`src/rtl/ux607_gnrl_icb2wishb_split.sv`:
```
// ICB-to-Wishbone master bridge: one wide ICB transfer becomes one or more narrow
// Wishbone classic beats, with read data merged back into the ICB byte lanes.
module ux607_gnrl_icb2wishb_split #(
    parameter int AW      = 32,
    parameter int ICB_DW  = 32,
    parameter int WB_DW   = 8,
    parameter int TMO_CYC = 255
) (
    input  logic                clk,
    input  logic                rst,
    input  logic                i_icb_cmd_valid,
    output logic                i_icb_cmd_ready,
    input  logic                i_icb_cmd_read,
    input  logic [AW-1:0]       i_icb_cmd_addr,
    input  logic [ICB_DW-1:0]   i_icb_cmd_wdata,
    input  logic [ICB_DW/8-1:0] i_icb_cmd_wmask,
    input  logic [1:0]          i_icb_cmd_size,
    output logic                i_icb_rsp_valid,
    input  logic                i_icb_rsp_ready,
    output logic                i_icb_rsp_err,
    output logic [ICB_DW-1:0]   i_icb_rsp_rdata,
    output logic [AW-1:0]       wb_adr,
    output logic [WB_DW-1:0]    wb_dat_w,
    output logic [WB_DW/8-1:0]  wb_sel,
    output logic                wb_we,
    output logic                wb_stb,
    output logic                wb_cyc,
    input  logic [WB_DW-1:0]    wb_dat_r,
    input  logic                wb_ack,
    input  logic                wb_err
);

    localparam int NB       = ICB_DW / WB_DW;
    localparam int SW       = WB_DW / 8;
    localparam int MW       = ICB_DW / 8;
    localparam int OFFW     = $clog2(MW);
    localparam int SELW     = $clog2(SW);
    localparam int LW       = (NB > 1) ? $clog2(NB) : 1;
    localparam int TW       = (TMO_CYC > 1) ? $clog2(TMO_CYC + 1) : 1;
    localparam int TMO_LAST = (TMO_CYC > 0) ? TMO_CYC - 1 : 0;

    localparam logic [1:0] S_IDLE = 2'd0;
    localparam logic [1:0] S_BEAT = 2'd1;
    localparam logic [1:0] S_RSP  = 2'd2;

    logic [1:0]       state;
    logic [AW-1:OFFW] addr_hi;
    logic             read_q;
    logic [ICB_DW-1:0] wdata_q;
    logic [MW-1:0]    mask_q;
    logic [LW-1:0]    lane_q;
    logic [TW-1:0]    tmo_cnt;

    logic [15:0]   rd_ones;
    logic [15:0]   rd_mask_wide;
    logic [MW-1:0] cmd_mask;
    logic [LW:0]   first_lane;
    logic [LW:0]   next_lane;

    function automatic logic [NB-1:0] lanes_of(input logic [MW-1:0] m);
        for (int k = 0; k < NB; k++) lanes_of[k] = |m[k*SW +: SW];
    endfunction

    // Lowest active lane at or above 'from'; MSB of the result flags a hit.
    function automatic logic [LW:0] first_from(input logic [NB-1:0] act, input int from);
        first_from = '0;
        for (int k = NB - 1; k >= 0; k--)
            if (act[k] && k >= from) first_from = {1'b1, LW'(k)};
    endfunction

    function automatic logic [AW-1:0] beat_adr(input logic [AW-1:OFFW] hi, input logic [LW-1:0] k);
        beat_adr = {hi, OFFW'(0)} | (AW'(k) << SELW);
    endfunction

    function automatic logic [SW-1:0] lane_sel(input logic [MW-1:0] m, input int k);
        lane_sel = m[k*SW +: SW];
    endfunction

    function automatic logic [WB_DW-1:0] lane_dat(input logic [ICB_DW-1:0] d, input int k);
        lane_dat = d[k*WB_DW +: WB_DW];
    endfunction

    assign i_icb_cmd_ready = (state == S_IDLE);

    always_comb begin
        rd_ones      = (16'd1 << (5'd1 << i_icb_cmd_size)) - 16'd1;
        rd_mask_wide = rd_ones << i_icb_cmd_addr[OFFW-1:0];
        cmd_mask     = i_icb_cmd_read ? rd_mask_wide[MW-1:0] : i_icb_cmd_wmask;
        first_lane   = first_from(lanes_of(cmd_mask), 0);
        next_lane    = first_from(lanes_of(mask_q), int'(lane_q) + 1);
    end

    // The first beat is launched straight from the command inputs so it appears one cycle after the handshake.
    always_ff @(posedge clk) begin
        if (rst) begin
            state           <= S_IDLE;
            addr_hi         <= '0;
            read_q          <= 1'b0;
            wdata_q         <= '0;
            mask_q          <= '0;
            lane_q          <= '0;
            tmo_cnt         <= '0;
            wb_cyc          <= 1'b0;
            wb_stb          <= 1'b0;
            wb_we           <= 1'b0;
            wb_adr          <= '0;
            wb_dat_w        <= '0;
            wb_sel          <= '0;
            i_icb_rsp_valid <= 1'b0;
            i_icb_rsp_err   <= 1'b0;
            i_icb_rsp_rdata <= '0;
        end else begin
            case (state)
                S_IDLE: begin
                    if (i_icb_cmd_valid) begin
                        addr_hi         <= i_icb_cmd_addr[AW-1:OFFW];
                        read_q          <= i_icb_cmd_read;
                        wdata_q         <= i_icb_cmd_wdata;
                        mask_q          <= cmd_mask;
                        tmo_cnt         <= '0;
                        i_icb_rsp_rdata <= '0;
                        i_icb_rsp_err   <= 1'b0;
                        if (first_lane[LW]) begin
                            state    <= S_BEAT;
                            lane_q   <= first_lane[LW-1:0];
                            wb_cyc   <= 1'b1;
                            wb_stb   <= 1'b1;
                            wb_we    <= ~i_icb_cmd_read;
                            wb_adr   <= beat_adr(i_icb_cmd_addr[AW-1:OFFW], first_lane[LW-1:0]);
                            wb_sel   <= lane_sel(cmd_mask, int'(first_lane[LW-1:0]));
                            wb_dat_w <= lane_dat(i_icb_cmd_wdata, int'(first_lane[LW-1:0]));
                        end else begin
                            state           <= S_RSP;
                            i_icb_rsp_valid <= 1'b1;
                        end
                    end
                end
                S_BEAT: begin
                    if (wb_err) begin
                        state           <= S_RSP;
                        wb_cyc          <= 1'b0;
                        wb_stb          <= 1'b0;
                        i_icb_rsp_valid <= 1'b1;
                        i_icb_rsp_err   <= 1'b1;
                    end else if (wb_ack) begin
                        if (read_q) i_icb_rsp_rdata[lane_q*WB_DW +: WB_DW] <= wb_dat_r;
                        tmo_cnt <= '0;
                        if (next_lane[LW]) begin
                            lane_q   <= next_lane[LW-1:0];
                            wb_adr   <= beat_adr(addr_hi, next_lane[LW-1:0]);
                            wb_sel   <= lane_sel(mask_q, int'(next_lane[LW-1:0]));
                            wb_dat_w <= lane_dat(wdata_q, int'(next_lane[LW-1:0]));
                        end else begin
                            state           <= S_RSP;
                            wb_cyc          <= 1'b0;
                            wb_stb          <= 1'b0;
                            i_icb_rsp_valid <= 1'b1;
                        end
                    end else if (TMO_CYC != 0 && tmo_cnt == TW'(TMO_LAST)) begin
                        state           <= S_RSP;
                        wb_cyc          <= 1'b0;
                        wb_stb          <= 1'b0;
                        i_icb_rsp_valid <= 1'b1;
                        i_icb_rsp_err   <= 1'b1;
                    end else begin
                        tmo_cnt <= tmo_cnt + TW'(1);
                    end
                end
                S_RSP: begin
                    if (i_icb_rsp_ready) begin
                        state           <= S_IDLE;
                        i_icb_rsp_valid <= 1'b0;
                    end
                end
                default: state <= S_IDLE;
            endcase
        end
    end

endmodule

```
`config.mk`:
```
export PLATFORM = sky130hd
export DESIGN_NAME = ux607_gnrl_icb2wishb_split
export DESIGN_NICKNAME = d
export VERILOG_FILES = /design/src/rtl/ux607_gnrl_icb2wishb_split.sv
export SDC_FILE = /design/constraint.sdc
export NUM_CORES = 1
export LEC_CHECK = 0
export BUFFER_PORTS_ARGS = -buffer_cell sky130_fd_sc_hd__buf_2
export CAP_MARGIN = 10
export CELL_PAD_IN_SITES_DETAIL_PLACEMENT = 0
export CELL_PAD_IN_SITES_GLOBAL_PLACEMENT = 1
export CORE_UTILIZATION = 39
export DETAILED_ROUTE_END_ITERATION = 12
export PLACE_DENSITY = 0.82
export SYNTH_ARGS = -nofsm -noshare
export SYNTH_HDL_FRONTEND = slang
export SYNTH_SLANG_ARGS = --single-unit
```
`constraint.sdc`:
```
create_clock -name clk -period 3.4 [get_ports clk]
set_clock_uncertainty 0.1 [all_clocks]
set_input_delay 0.17 -clock clk [delete_from_list [all_inputs] [get_ports clk]]
set_output_delay 0.17 -clock clk [all_outputs]
set_load 0.03 [all_outputs]
```
=== Word level (Yosys, flattened, before mapping) ===
Index checks and enable logic that the tools add are counted.

* Bitwise operators: 3
* Add/sub/neg operators: 4
* Shifts and indexed selects: 9
* Mux-type cells: 71
* Equal/unequal tests: 16
* Reductions and logical operators: 16
* Magnitude comparators: 4

{| class="wikitable"
|+ Operator list
! cell !! number
|-
| 32-bit 2-to-1 mux || 9
|-
| 32-bit case mux with 2 select lines || 2
|-
| 8-bit 2-to-1 mux || 9
|-
| 32-bit by 2-bit OR with 32-bit output || 2
|-
| 32-bit by 6-bit variable part select with 8-bit output || 2
|-
| 5-bit negator with 34-bit output || 1
|-
| 8-bit by 34-bit variable shift with 32-bit output, first input constant || 1
|-
| 8-bit by 34-bit variable part select with 32-bit output || 1
|-
| 32-bit bitwise mux || 1
|-
| 8-bit case mux with 2 select lines || 2
|-
| 2-bit 2-to-1 mux || 12
|-
| 3-bit 2-to-1 mux || 8
|-
| 1-bit 2-to-1 mux || 21
|-
| 1-bit by 5-bit << shifter with 16-bit output, first input constant || 1
|-
| 16-bit by 2-bit << shifter with 4-bit output || 1
|-
| 16-bit by 1-bit subtractor with 16-bit output, second input constant || 1
|-
| 2-bit != test, second input constant || 7
|-
| 4-bit AND reduction || 3
|-
| 6-bit AND reduction || 2
|-
| 5-bit AND reduction || 2
|-
| 3-bit != test, second input constant || 3
|-
| 8-bit by 1-bit adder with 8-bit output, second input constant || 1
|-
| 8-bit == test, second input constant || 1
|-
| 4-bit != test, second input constant || 2
|-
| other kinds (20) || 28
|}

* Output and inout bits: 79
* Logic and storage cells: 138
* Flip-flop bits (word level): 156

=== Depth between registers and ports, before layout ===
Gate-level depths: netlist (run 1).

* Depth in word-level cells: 13
* Depth in mapped cells: 9

=== Worst setup path after synthesis (run 1) ===
Ideal clock, no wire load.

* Kind: flip-flop to flip-flop
* From: register, netlist name wb_adr[0]
* To: register wb_dat_w[6]
* Data arrival time: 2.380 ns
* Path buffers: 0
* Setup slack: 0.803 ns
* Clock period less this slack: 2.597 ns
* Cell stages (with the launch flop): 8
* Required time: 3.184 ns
* Path through: dfxtp_1 > inv_1 > ha_1 > nand2_1 > a21boi_1 > nor4_1 > a2bb2oi_1 > a41o_1

{| class="wikitable"
|+ RTL lines
! element !! line !! source
|-
| to (signal assigned) || 131 || <nowiki>wb_dat_w <= lane_dat(i_icb_cmd_wdata, int'(first_lane[LW-1:0]));</nowiki>
|-
| to (signal assigned) || 152 || <nowiki>wb_dat_w <= lane_dat(wdata_q, int'(next_lane[LW-1:0]));</nowiki>
|-
| to (decl) || 23 || <nowiki>output logic [WB_DW-1:0] wb_dat_w,</nowiki>
|}

=== Worst setup path in the final report (run 1) ===
* From: input port i_icb_cmd_read
* To: register wb_adr[11]

* Cells in the longest elaborated chain, start to end: 7

{| class="wikitable"
|+ Ends and longest elaborated chain
! element !! line !! source
|-
| from (decl) || 13 || <nowiki>input logic i_icb_cmd_read,</nowiki>
|-
| 4-bit 2-to-1 mux * || 88 || <nowiki>cmd_mask = i_icb_cmd_read ? rd_mask_wide[MW-1:0] : i_icb_cmd_wmask;</nowiki>
|-
| 3-bit 2-to-1 mux (3 in a row) || 68 || <nowiki>if (act[k] && k >= from) first_from = {1'b1, LW'(k)};</nowiki>
|-
| 3-bit 2-to-1 mux * || 68 ||
|-
| 2-bit by 1-bit != test with 1-bit output (no source line) * || - ||
|-
| 6-bit AND reduction (no source line) * || - ||
|-
| to (signal assigned) || 129 || <nowiki>wb_adr <= beat_adr(i_icb_cmd_addr[AW-1:OFFW], first_lane[LW-1:0]);</nowiki>
|-
| to (signal assigned) || 150 || <nowiki>wb_adr <= beat_adr(addr_hi, next_lane[LW-1:0]);</nowiki>
|-
| to (decl) || 22 || <nowiki>output logic [AW-1:0] wb_adr,</nowiki>
|}

Mark *: on every way between the ends. The rest lies on a longest branch, timed or not.
A chain may end at the register's enable or synchronous reset.

==> summary.txt, run 1 <==
Critical path
  • Crit. End Element: flop
  • Critical Path RT: 3.62 ns
  • Data arrival, critical path: between 2 and 3 ns
  • WS Path Type: in2reg
  • Critical Path Fanout Max: 81
  • CP startpoint kind: input pin

Logic synthesis
  • Top cells by area, synth: dfxtp_1, nand2_1, a21oi_1, nor2_1, a311oi_1
  • Cell taking the most area after synthesis: dfxtp_1
  • Post-synth EDFFs: 0
  • Post-Syn Area: 6740 sq um
  • Post-synth top area share: 45.8%
  • Commonest cells post-synth: nand2_1, dfxtp_1, a21oi_1, nor2_1, clkbuf_1
  • Register area share after synthesis: between 40% and 50%
  • Synth Warn #: 0
  • Mapped Nets: 944
  • Top_reg_cell synth: dfxtp_1
  • Ys async rst share: 0%
  • Synth Area per Inst: between 7 and 8 sq um
  • Synth unique cells: 57
  • FF+latch count, synth: 154
  • Most common cell in the synthesized netlist: nand2_1
  • Syn Inst Count: 850

CTS
  • CTS tree: done
  • Clock sink total: 154
  • Worst skew pair latency: 0.42 ns
  • Max Root-Sink Buffers: 2
  • Post-CTS setup buffers: 0
  • CTS Buf Count: 17
  • CTS root buf: clkbuf_16
  • H-Tree Depth: 4
  • Clock-pin slew on the worst setup and hold paths: 0.06 ns

Status
  • Status: finished clean

Global route
  • Initial antenna violation count: 0
  • GRT overflow: 0
  • Gr usage total: 22.2%
  • Pin count of the biggest net entering global routing: approximately 150
  • Vias in the first global route: roughly 6,300
  • First-pass GRT wire length: 31,400 um

Placement
  • Post-DP HPWL: 12,100 um
  • Gp weighted congestion: 0.780
  • Placed cells: around 1,200
  • Placed Area: 7700 sq um
  • Setup WS pre-CTS: 0.816 ns
  • Port buffer count: 163

Min path
  • Hold crit path type: in2reg

Timing
  • Final Hold Viols: 0
  • Worst Max-Slew Pin Slew: 1.06 ns
  • Setup TNS: 0 ns
  • Peak Freq: approximately 380 MHz
  • Slew Viols, Final: 0
  • Final Setup Violations: 0
  • Fin crit period: 2.66 ns
  • Setup WS post-layout: 0.739 ns
  • Crit share post-route: between 70% and 80%
  • RSZ-0062 raised after global routing: false
  • Relative slew slack: 29.2%

Routing
  • Vias: 6,677
  • DRT antenna net count: 0
  • DR pass1 iterations: 4
  • DRC: 0
  • Wire per inst: 15.0 um
  • Drt first-iter violations: roughly 370
  • Via/cell ratio: 5.19
  • WL final: 19,300 um

Layout
  • Multi-input gate area: ~3400 sq um
  • Synth-to-Final Area Change: 33.4%
  • # nets final: 1,149
  • Antenna diodes: 0
  • # fillers: ~1,700
  • Register cell area after layout: 3080 sq um
  • Layout cells sized above 1: 20.9%
  • Final core occ: about 54%
  • Final Cell Area: 8980 sq um
  • Final cell count without fillers: 1,287

Floorplan
  • Die area: 17,800 sq um
  • Cell row count: 47
  • DIE HEIGHT: roughly 130 um
  • Starting density of the core: about two fifths
  • Core Box Area: 16,700 sq um
  • I/O Pins: 164
  • Die width: around 130 um

Pwr
  • Pleak: 3.68 nW
  • Pwr dens: ~550 nW/um^2
  • Max VDD drop: between 300 and 400 uV

Flow run
  • Max Cap Viol: 0
## layout by cell type (no fill, tap or decap), types with 7 or more instances in the layout
cell type / count
clkbuf_8: 7
a21oi_1: 98
o2bb2ai_1: 8
dfxtp_1: 154
ha_1: 9
a311oi_1: 31
nand3_1: 31
nor2_1: 79
o21ai_0: 20
clkbuf_16: 17
nand2_1: 225
buf_2: 162
buf_4: 9
nand3b_1: 8
dlygate4sd3_1: 72
a22oi_1: 9
nor3_1: 10
a211oi_1: 13
mux2i_1: 8
mux2_2: 9
## area by class of cell
cell class	count	share of cell area, %
timing repair buffer	246	18.5
multi-input combinational	630	37.6
tap	220	3.06
inverter	6	0.251
clock inverter	5	0.376
sequential	154	34.3
clock buffer	26	5.89
## worst paths after layout
check,from,to,slack (ns),cells past startpoint
hold reg to reg,i_icb_rsp_rdata[30],i_icb_rsp_rdata[30],0.35,2
hold / removal,wb_err,i_icb_rsp_err,0.04,3
setup reg to reg,wb_adr[0],wb_dat_w[6],0.84,9
setup / recovery,i_icb_cmd_read,wb_adr[11],0.74,7
## worst max-delay path, cell delays in order
cell and delay, ns:
dlygate4sd3_1 0.53, buf_2 0.19, o2bb2ai_1 0.86, nor3b_4 0.45, a221oi_4 0.12, buf_12 0.21
a311oi_1 0.28
## registers in the layout, indices dropped and copies added (netlist names), 2 cells and up
signal           count
i_icb_rsp_rdata     32
wb_adr              32
wdata_q             32
addr_hi             30
tmo_cnt              8
wb_dat_w             8
mask_q               4
state                2
## per-stage QoR
stage / hold WS (ns) / power (mW)
3_5_place_dp: 0.330 / 3.13
3_3_place_gp: 0.324 / 3.12
5_1_grt: 0.0741 / 5.18
4_1_cts: 0.0260 / 4.99
2_1_floorplan: 0.189 / 2.80
6_report: 0.0417 / 4.95
## cells by family (layout without fill, tap and decap cells)
family | Yosys count | in the layout | share of synthesized area [%]
muxes | 17 | 17 | 2.69
DFF | 154 | 154 | 45.8
buffers and inverters | 66 | 283 | 4.14
AOI/OAI and AO/OA | 214 | 214 | 20.9
adders and majority gates | 9 | 9 | 1.67
xor gates and xnor gates | 5 | 5 | 0.650
and+or+nand+nor | 385 | 385 | 24.2
## metal layers
layer	vias up	wire (um)	track usage [%]	share of wire [%]
li1	3364	-	-	-
met1	3125	8800	28.2	46
met2	167	9140	37.3	47
met3	21	1080	4.64	5.6
met4	0	265	7.83	1.4
met5	-	0	0	0
## repair_timing
item	CTS	global route
resized for setup	0	0
hold endpoints to repair	125	0
hold buffers	72	0
## power by group
part / total (mW) / switching [mW] / internal [mW]
Clock: 1.80 / 0.732 / 1.07
Sequential: 2.05 / 0.0930 / 1.96
Combinational: 1.10 / 0.711 / 0.393
No activity file was read; power rests on OpenSTA's default activity.
==> run 2, diff against run 1 <==
--- a/config.mk
+++ b/config.mk
@@ -9,9 +9,9 @@
 export CAP_MARGIN = 10
 export CELL_PAD_IN_SITES_DETAIL_PLACEMENT = 0
 export CELL_PAD_IN_SITES_GLOBAL_PLACEMENT = 1
-export CORE_UTILIZATION = 39
+export CORE_UTILIZATION = 35
 export DETAILED_ROUTE_END_ITERATION = 12
-export PLACE_DENSITY = 0.82
+export PLACE_DENSITY = 0.78
 export SYNTH_ARGS = -nofsm -noshare
 export SYNTH_HDL_FRONTEND = slang
 export SYNTH_SLANG_ARGS = --single-unit
==> constraint.sdc (replaced) <==
create_clock -name clk -period 2.2 [get_ports clk]
set_clock_uncertainty 0.1 [all_clocks]
set_input_delay 0.11 -clock clk [delete_from_list [all_inputs] [get_ports clk]]
set_output_delay 0.11 -clock clk [all_outputs]
set_load 0.03 [all_outputs]
==> summary.txt, run 2 (synthesis results as in run 1) <==
Global route
  • Pin count of the biggest net entering global routing: 72
  • First-pass GRT wire length: 33,400 um
  • GRT overflow: 0
  • Vias in the first global route: 6,658
  • Gr usage total: 21.3%
  • Initial antenna violation count: 0

Pwr
  • Pleak: 4.14 nW
  • Pwr dens: around 860 nW/um^2
  • Max VDD drop: 609 uV

Routing
  • WL met2: 10,500 um
  • Drt first-iter violations: 355
  • WL final: 21,800 um
  • Wire per inst: 16.0 um
  • Vias: 7,082
  • Via/cell ratio: slightly above 5
  • WL met1: 9690 um
  • Met3 routed wirelength: 1340 um
  • DRC: 0
  • DRT antenna net count: 0
  • Top sig layer: met4
  • DR pass1 iterations: 5

Timing
  • Peak Freq: 449 MHz
  • Setup WS post-layout: -0.0282 ns
  • Final Setup Violations: 7
  • Hold_ws: 0.0432 ns
  • Relative slew slack: 47.6%
  • RSZ-0062 raised after global routing: true
  • Fin crit period: ~2.2 ns
  • Worst Max-Slew Pin Slew: 0.786 ns
  • Crit share post-route: 101%
  • Slew Viols, Final: 0
  • Final Hold Viols: 0

Flow run
  • Max Cap Viol: 0

Placement
  • Port buffer count: between 150 and 200
  • Post-DP HPWL: about 13,000 um
  • Gp weighted congestion: 0.793
  • Placed Area: 7940 sq um

Critical path
  • Critical Path RT: 2.43 ns
  • CP startpoint kind: flop
  • FF-to-FF setup slack: -0.03 ns
  • Data arrival, critical path: 2.46 ns
  • WS Path Type: reg2reg
  • Crit. End Element: flop
  • Critical Path Fanout Max: 6

CTS
  • Worst skew pair latency: 0.43 ns
  • CTS tree: done
  • Clock-pin slew on the worst setup and hold paths: 0.07 ns
  • CTS root buf: clkbuf_16
  • Max Root-Sink Buffers: 2
  • CTS Buf Count: 17
  • Clock sink total: 154
  • H-Tree Depth: 4

Layout
  • # fillers: 1,833
  • Synth-to-Final Area Change: 47.8%
  • Layout cells sized above 1: 26.2%
  • Multi-input gate area: 3540 sq um
  • Most frequent cells in the layout: nand2_1, buf_2, dfxtp_1
  • # nets final: between 1,000 and 1,500
  • Final Cell Area: 9960 sq um
  • Most common cell after layout, fill and taps aside: nand2_1
  • Register cell area after layout: 3090 sq um
  • Antenna diodes: 0
  • Top flop regs: i_icb_rsp_rdata (32), wb_adr (32), wdata_q (32)

Status
  • Violated checks: setup timing
  • Status: finished, violations left

Floorplan
  • Die area: 19,800 sq um
  • Core Box Area: 18,800 sq um
  • Cell row count: 50
  • I/O Pins: 164
  • Die width: 141 um
  • Starting density of the core: 35.9%
  • DIE HEIGHT: 141 um

Min path
  • Hold crit path type: in2reg
==> run 2: cell types whose count changed in the layout (fill, tap and decap cells not counted), sizes merged <==
cell         before  now
buf             174  208
dlygate4sd3      72   94
bufinv            0    4
clkbuf           26   29
inv               5    6
==> run 2: layer usage <==
metal  vias to the layer above  track usage (%)
met1                      3352             26.5
met2                       194             36.6
met4                         0             6.81
met3                        28             4.59
li1                       3508                -
met5                         -                0
==> run 2: path summary, 6_finish.rpt <==
check / depth (start not counted) / start / endpoint
worst min register to register: 2 / i_icb_rsp_rdata[20] / i_icb_rsp_rdata[20]
worst max-delay path: 10 / wb_adr[1] / wb_dat_w[4]
worst min-delay path: 3 / i_icb_cmd_valid / state[1]
worst max register to register: 10 / wb_adr[1] / wb_dat_w[4]
==> run 2: power breakdown <==
part	switching (mW)	leakage [nW]	internal (mW)
registers	0.147	1.26	3.02
clock network	1.20	0.307	1.99
logic	1.26	2.57	0.914
==> run 2: layout make-up <==
| cell class | count | area share, % |
|---|---|---|
| clock buffer | 22 | 4.76 |
| clock inverter | 10 | 1.63 |
| timing repair buffer | 309 | 23.8 |
| inverter | 6 | 0.276 |
| multi-input combinational | 630 | 35.6 |
| tap | 234 | 2.94 |
| sequential | 154 | 31.0 |
==> run 2: what timing repair did <==
item,4_1_cts,5_1_grt
hold buffers,94,0
buffers inserted,1,11
endpoints found under the setup margin,14,61
gates resized for setup,1,50
hold endpoints to repair,134,0
pin swaps,2,24
cloned,1,7
==> run 2: through the flow <==
step / total power [mW] / setup TNS (ns) / worst slack, ns / instances / utilization (%)
6_report: 8.54 / -0.0547 / -0.0282 / 1365 / 53.1
5_1_grt: 8.90 / -1.26 / -0.0974 / 1365 / 53.1
3_3_place_gp: 4.94 / 0 / 0.0417 / 1220 / 42.3
3_5_place_dp: 4.96 / -0.101 / -0.0229 / 1220 / 42.3
4_1_cts: 8.33 / 0 / 0.00632 / 1348 / 51.0
2_1_floorplan: 4.34 / 0 / 0.0113 / 850 / -
==> run 2: critical path: stages (launching register included) <==
cell and delay (ns):
dfxtp_4 0.38, ha_4 0.18, nand2b_4 0.13, a21boi_2 0.19
nor2_2 0.08, a221oi_4 0.40, buf_6 0.17, clkbuf_16 0.15
buf_6 0.10, o21ai_2 0.04, o41ai_1 0.21
==> run 3, diff against run 2 <==
--- a/config.mk
+++ b/config.mk
@@ -9,9 +9,10 @@
 export CAP_MARGIN = 10
 export CELL_PAD_IN_SITES_DETAIL_PLACEMENT = 0
 export CELL_PAD_IN_SITES_GLOBAL_PLACEMENT = 1
-export CORE_UTILIZATION = 35
+export CORE_UTILIZATION = 42
 export DETAILED_ROUTE_END_ITERATION = 12
-export PLACE_DENSITY = 0.78
+export PLACE_DENSITY = 0.87
+export SLEW_MARGIN = 20
 export SYNTH_ARGS = -nofsm -noshare
 export SYNTH_HDL_FRONTEND = slang
 export SYNTH_SLANG_ARGS = --single-unit
==> constraint.sdc (replaced) <==
create_clock -name clk -period 2.8 [get_ports clk]
set_clock_uncertainty 0.1 [all_clocks]
set_input_delay 0.14 -clock clk [delete_from_list [all_inputs] [get_ports clk]]
set_output_delay 0.14 -clock clk [all_outputs]
set_load 0.03 [all_outputs]
==> summary.txt, run 3 (synthesis results as in run 1) <==
Pwr
  • Comb power frac: a little over a fifth
  • Pwr dens: slightly below 700 nW/um^2
  • Sw Share: 30.3%
  • Internal power: 4.38 mW
  • Clock network power share: around 39%
  • Pleak: 3.75 nW
  • Net switching power: 1.90 mW
  • Flop pwr share: 39.5%
  • Max VDD drop: 472 uV

Timing
  • Worst Max-Slew Pin Slew: 0.744 ns
  • RSZ-0062 raised after global routing: false
  • Crit share post-route: 89.1%
  • Final Setup Violations: 0
  • Relative slew slack: between 50% and 60%
  • Setup TNS: 0 ns
  • Final Hold Viols: 0
  • Fin crit period: 2.49 ns
  • Slew Viols, Final: 0
  • Hold_ws: 0.0313 ns
  • Peak Freq: 401 MHz

Floorplan
  • Starting density of the core: 43.7%
  • DIE HEIGHT: roughly 130 um
  • Die area: around 17,000 sq um
  • Die width: 129 um
  • Core Box Area: between 15,000 and 20,000 sq um
  • Cell row count: 45
  • I/O Pins: approximately 160

Critical path
  • Worst setup startpoint: wb_adr[0]
  • Crit-path max cell delay: 0.36 ns
  • Worst path bufs/invs: 1
  • CP startpoint kind: flop
  • Critical Path Fanout Max: 81
  • Critical Path RT: ~3.0 ns
  • Reg-to-reg startpoint: wb_adr[0]
  • CP Cell Sequence: ha_1 -> nand2b_1 -> a21boi_1 -> nor2_1 -> a221oi_4 -> buf_12 -> o21ai_0 -> o41ai_1
  • Crit. End Element: flop
  • Delay-heaviest family, CP: compound AO/OA/AOI/OAI gates
  • WS Path Type: reg2reg
  • Data arrival, critical path: 2.70 ns
  • Slowest cell on crit path: dfxtp_1

CTS
  • CTS tree: done
  • CTS root buf: clkbuf_16
  • CTS hold repair buffers: 73
  • Worst skew pair latency: between 0.4 and 0.5 ns
  • Post-CTS Resized: 0
  • CTS Buf Count: 17
  • Max Root-Sink Buffers: 2
  • Post-CTS setup buffers: 0
  • Clock-pin slew on the worst setup and hold paths: about 0.060 ns
  • Clock sink total: 154
  • H-Tree Depth: 4

Global route
  • Met2 usage: 38.9%
  • GRT busiest layer: met2
  • Met3 Track Usage GR: 5.28%
  • First-pass GRT wire length: 30,900 um
  • Gr usage total: 23.7%
  • Pin count of the biggest net entering global routing: 82
  • Global-route met1 utilization: 30.3%
  • Vias in the first global route: 6,210
  • Initial antenna violation count: 0
  • GRT overflow: 0

Routing
  • Vias: 6,773
  • Wire per inst: 15.0 um
  • DRC: 0
  • DR pass1 iterations: 5
  • Via/cell ratio: 5.25
  • Drt first-iter violations: 526
  • DRT antenna net count: 0
  • WL final: approximately 19,000 um

Placement
  • Gp weighted congestion: roughly 0.76
  • Port buffer count: 163
  • Post-DP HPWL: 12,400 um

Layout
  • # nets final: between 1,000 and 1,500
  • Layout cells sized above 1: 21.6%
  • Most common cell after layout, fill and taps aside: nand2_1
  • Synth-to-Final Area Change: 35.0%
  • Antenna diodes: 0
  • Most frequent cells in the layout: nand2_1, buf_2, dfxtp_1
  • Top flop regs: i_icb_rsp_rdata (32), wb_adr (32), wdata_q (32)

Flow run
  • Max Cap Viol: 0

Min path
  • HP Start: rst
  • Hold crit path type: in2reg

Status
  • Status: finished clean
run 3: cell count changes in the layout (fill, tap and decap cells not counted), moves of 3 or more:
cell	change
buf_6	-10
o21ai_2	-4
ha_1	+4
o21ai_0	+3
nor2_1	+5
dlygate4sd3_1	-21
buf_4	-12
clkbuf_16	-6
buf_12	-4
nor2_4	-3
run 3: cell type report:
| type | instances | area (sq um) |
|---|---|---|
| fillers | 1464 | 6330 |
| flip-flops and latches | 154 | 3080 |
| clock inverters | 12 | 173 |
| well taps | 211 | 264 |
| multi-input cells | 630 | 3380 |
| inverters | 6 | 22.5 |
| clock buffers | 20 | 447 |
| repair buffers | 256 | 1720 |
run 3: power by group through the flow:
stage	clock [mW]	sequential (mW)	combinational, mW
detailed placement	0	2.53	1.29
global route	2.55	2.50	1.50
floorplan	0	2.70	0.703
CTS	2.47	2.48	1.38
global placement	0	2.53	1.28
finish	2.43	2.48	1.37
run 3: worst register-to-register path: cells and delay by family (launching register included):
| family | cells | cell delay (ns) |
|---|---|---|
| flip-flops | 1 | 0.36 |
| AND/OR/NAND/NOR | 2 | 0.31 |
| buffers and inverters | 1 | 0.31 |
| adder cells (fa/ha/maj) | 1 | 0.27 |
| AO/OA/AOI/OAI | 4 | 1.04 |
run 3: worst paths after layout:
| path | to | slack [ns] | cells past startpoint |
|---|---|---|---|
| setup / recovery | wb_dat_w[5] | 0.31 | 8 |
| hold / removal | i_icb_rsp_rdata[31] | 0.03 | 2 |
| setup reg to reg | wb_dat_w[5] | 0.31 | 8 |
| hold reg to reg | i_icb_rsp_rdata[27] | 0.35 | 2 |
run 3: per-layer routing:
metal	wire length, um	up-vias
met5	0	-
met4	428	0
met3	1080	31
met2	9100	195
met1	8700	3152
li1	-	3395
run 3: per-stage QoR:
step / power [mW] / worst slack [ns] / area (sq um) / cells / util (%)
6_report: 6.28 / 0.306 / 9090 / 1289 / 59.0
5_1_grt: 6.56 / 0.110 / 9090 / 1289 / 59.0
4_1_cts: 6.32 / 0.270 / 9090 / 1289 / 59.0
3_3_place_gp: 3.80 / 0.402 / 7740 / 1184 / 50.2
3_5_place_dp: 3.82 / 0.308 / 7740 / 1184 / 50.2
2_1_floorplan: 3.40 / 0.203 / 6740 / 850 / -
